[src/rtl/fifo_rd_serializer.sv]
// Pops WIDTH-bit words from an upstream sync FIFO and streams each one out as
// RATIO consecutive OUT_WIDTH-bit slices on a valid/ready interface.
module fifo_rd_serializer #(
   parameter int WIDTH     = 32,
   parameter int OUT_WIDTH = 8,
   parameter bit MSB_FIRST = 1'b0,
   parameter int CNT_W     = 16
) (
   input  logic                 clk,
   input  logic                 rstn,
   input  logic                 flush,
   input  logic                 fifo_empty,
   input  logic [WIDTH-1:0]     fifo_dout,
   output logic                 fifo_pop,
   output logic                 m_valid,
   input  logic                 m_ready,
   output logic [OUT_WIDTH-1:0] m_data,
   output logic                 m_last,
   output logic                 busy,
   output logic [CNT_W-1:0]     word_cnt
);

   localparam int RATIO = WIDTH / OUT_WIDTH;
   localparam int IDX_W = $clog2(RATIO);
   localparam logic [IDX_W-1:0] LAST_IDX = IDX_W'(RATIO - 1);

   typedef enum logic {
      EMPTY,
      DRAIN
   } state_t;

   state_t               state;
   logic [IDX_W-1:0]     idx;
   logic [WIDTH-1:0]     hold_reg;
   logic [IDX_W-1:0]     sel;
   logic [OUT_WIDTH-1:0] slices [RATIO];
   logic                 at_last;
   logic                 take;

   assign m_valid = (state == DRAIN);
   assign busy    = m_valid;
   assign at_last = (idx == LAST_IDX);
   assign take    = m_valid && m_ready;
   assign m_last  = m_valid && at_last;

   // Refill in the same cycle the final slice leaves, so words stream without a bubble.
   assign fifo_pop = rstn && !flush && !fifo_empty &&
                     ((state == EMPTY) || (take && at_last));

   for (genvar i = 0; i < RATIO; i++) begin : g_slice
      assign slices[i] = hold_reg[i*OUT_WIDTH +: OUT_WIDTH];
   end

   assign sel    = MSB_FIRST ? (LAST_IDX - idx) : idx;
   assign m_data = slices[sel];

   // Flush outranks everything; otherwise a load on pop overrides the end-of-word return to EMPTY.
   always_ff @(posedge clk or negedge rstn) begin
      if (!rstn) begin
         state    <= EMPTY;
         idx      <= '0;
         hold_reg <= '0;
         word_cnt <= '0;
      end else if (flush) begin
         state <= EMPTY;
         idx   <= '0;
      end else begin
         if (take) begin
            if (at_last) begin
               word_cnt <= word_cnt + 1'b1;
               state    <= EMPTY;
            end else begin
               idx <= idx + 1'b1;
            end
         end
         if (fifo_pop) begin
            hold_reg <= fifo_dout;
            idx      <= '0;
            state    <= DRAIN;
         end
      end
   end

endmodule
[config.mk]
export PLATFORM = sky130hd
export DESIGN_NAME = fifo_rd_serializer
export DESIGN_NICKNAME = d
export VERILOG_FILES = /design/src/rtl/fifo_rd_serializer.sv
export SDC_FILE = /design/constraint.sdc
export NUM_CORES = 1
export LEC_CHECK = 0
export ABC_AREA = 1
export CAP_MARGIN = 20
export CORE_UTILIZATION = 51
export CTS_CLUSTER_DIAMETER = 40
export CTS_CLUSTER_SIZE = 16
export DETAILED_ROUTE_END_ITERATION = 10
export PLACE_DENSITY = 0.81
export SETUP_SLACK_MARGIN = 0.2
export SYNTH_ARGS = -nofsm -noshare
export SYNTH_HDL_FRONTEND = slang
export SYNTH_SLANG_ARGS = --single-unit
[constraint.sdc]
create_clock -name clk -period 3.6 [get_ports clk]
set_input_delay 0.36 -clock clk [delete_from_list [all_inputs] [get_ports clk]]
set_output_delay 0.36 -clock clk [all_outputs]
set_load 0.01 [all_outputs]
==> results.cfg <==
[floorplanning]
core_area_um2 = 4474
die_x_um = 70.99
die_area_um2 = 5040
start_util = 0.5425
io_pins = 65
fp.dieH_um = 70.99
rows = 24

[drt]
vias_per_cell = 5.104
firstDrtPassIters = 7
num_vias = 2108
wl_um = 5252
drt_iter0_drc = 126
ant_nets = 0
drc = 4
drt-wirelength-per-cell_um = 12.72

[place]
hpwl_um = 3800
port-buffer-count = 64
placedCellCount = 405
routabilityCongestion = 0.8051
place_area_um2 = 3069
pre_cts_ws_ps = 1291

[timing]
hold_viol_final = 0
period_needed_ps = 2620
worst_hold_slack_ps = 170.1
tightest_slew_ps = 847.6
maxSlewViolCount = 0
clock_skew_ps = 10.26
setup_slack_ps = 980.3
fmax_ghz = 0.3817
rsz0062_at_grt = false
final.setup.tns_ps = 0
finalCritPeriodShare = 0.7277
finalSetupViolCount = 0
max_slew_margin = 0.4328

[logic_synthesis]
syn_avg_cell_area_um2 = 8.145
synth_ff_type = dfrtp_1
ys_warn_count = 0
ys_types = 24
syn-cell-area_um2 = 2427
syn_inst = 298
ys_seq_elements = 51
yosysSeqAreaShare = 0.5258
syn-num-nets = 337
synth_edf_count = 0
synthArstFlopShare = 1.000

[global_routing]
grt_usage = 0.2266
overflow = 0
grt_pass1_vias = 2007
grt_pass1_wl_um = 8907
antenna_found_initial = 0
grt_max_degree = 52

[final_layout]
finalNonFillerCells = 413
fin_util = 0.7122
drive_gt1_frac = 0.04986
final_cell_area_um2 = 3187
areaGrowthSynthToFinish_pct = 31.29
finalNetCount = 399
largest_reg_flops = 32
antenna_cells = 0

[run_status]
status = finished with violations
violations = DRC

[clock_tree]
cts_buffer_depth = 2
cts_buffers = 5
htree_levels = 2
cts_setup_buffers = 0
cts_hold_buf = 0
clk_latency_ps = 300
cts_root_buf = clkbuf_8
cts.clk_slew.worst_paths_ps = 100
cts.sinks = 51
cts-resized-gates = 0
cts_tree = yes

[pwr]
leakage_nw = 1.541
irDropWorstVdd_v = 0.0003012
pwr_density_cell_nw_per_um2 = 417.6
power_mw = 1.331

[setup_path]
path_class = reg -> out
r2r_start = idx[0]$_DFFE_PN0P_
rr_endpoint = word_cnt[10]$_DFFE_PN0P_
worstPathCellList = ha_1 > inv_1 > o21ai_2 > nand2_2 > clkinv_2 > clkdlybuf4s50_1
critPathBufInv = 3
crit_path_start_kind = flop
crit_slowest_cell = dfrtp_1
rrSetupSlack_ps = 1310
crit_required_ps = 3240
critPathMaxStageDelay_ps = 690
reg2reg_depth = 6
path_delay_family = flip-flops
end_kind = output port
critPathMaxFanout = 19
cp.arrival_ps = 2260

[worst_hold_path]
hp-class = in -> async

[run]
cap_violations = 0
[synthesized netlist by cell type (2+ instances only)]
| library cell | n | area share |
|---|---|---|
| o22ai_1 | 8 | 0.021 |
| nand2_2 | 2 | 0.0052 |
| dfrtp_1 | 51 | 0.53 |
| buf_6 | 3 | 0.014 |
| nand2_1 | 130 | 0.20 |
| o21ai_0 | 17 | 0.035 |
| buf_2 | 5 | 0.010 |
| nand3_1 | 5 | 0.010 |
| clkbuf_1 | 2 | 0.0031 |
| nand4_1 | 6 | 0.015 |
| xnor2_1 | 8 | 0.029 |
| inv_1 | 14 | 0.022 |
| xor2_1 | 5 | 0.018 |
| nor2_1 | 30 | 0.046 |
| buf_4 | 2 | 0.0062 |
| ha_1 | 2 | 0.010 |
[layout by cell type, fill, tap and decap left out, types with 2 or more instances in the layout]
cell type / n
ha_1: 2
xor2_1: 5
o21ai_0: 17
o22ai_1: 8
nor2_1: 30
inv_1: 14
nand2_1: 130
clkbuf_8: 6
buf_4: 3
nand3_1: 5
dfrtp_1: 51
clkinv_2: 2
nand2_2: 2
clkdlybuf4s50_1: 63
xnor2_1: 8
nand4_1: 6
[per-layer routing]
metal / global-route usage / wire length (µm)
met5: 0 / 0
met4: 0.08000 / 108
met3: 0.05128 / 208
met2: 0.3771 / 2537
met1: 0.2930 / 2397
[worst max-delay path by stage]
| stage | slack (ps) | depth (start not counted) | end | from |
|---|---|---|---|---|
| floorplan | 2100 | 6 | fifo_pop | idx[0]$_DFFE_PN0P_ |
| global placement | 1390 | 6 | fifo_pop | idx[0]$_DFFE_PN0P_ |
| detailed placement | 1290 | 6 | fifo_pop | idx[0]$_DFFE_PN0P_ |
| CTS | 960 | 6 | fifo_pop | idx[0]$_DFFE_PN0P_ |
| global route | 820 | 4 | m_data[7] | idx[0]$_DFFE_PN0P_ |
| finish | 980 | 6 | fifo_pop | idx[0]$_DFFE_PN0P_ |
[logic make-up (layout without fill, tap and decap cells)]
family | Yosys count | in the layout | synth area share
compound gates | 28 | 28 | 0.06340
fa+ha+maj | 2 | 2 | 0.01031
buf+inv | 27 | 90 | 0.05721
simple gates | 177 | 177 | 0.2964
xor+xnor | 13 | 13 | 0.04691
flops | 51 | 51 | 0.5258
[report_power, final]
| part | total, mW | internal (mW) | switching [mW] |
|---|---|---|---|
| clock network | 0.412 | 0.225 | 0.187 |
| logic | 0.225 | 0.120 | 0.104 |
| registers | 0.694 | 0.644 | 0.0498 |
[cell type report]
type | count | area (µm²)
Clock inverter | 2 | 35.03
Timing Repair Buffer | 67 | 658.1
Multi-Input combinational cell | 220 | 1012
Clock buffer | 6 | 82.58
Sequential cell | 51 | 1276
Inverter | 15 | 57.56
Tap cell | 52 | 65.06
Fill cell | 367 | 1287
No activity file was read; power rests on OpenSTA's default activity.
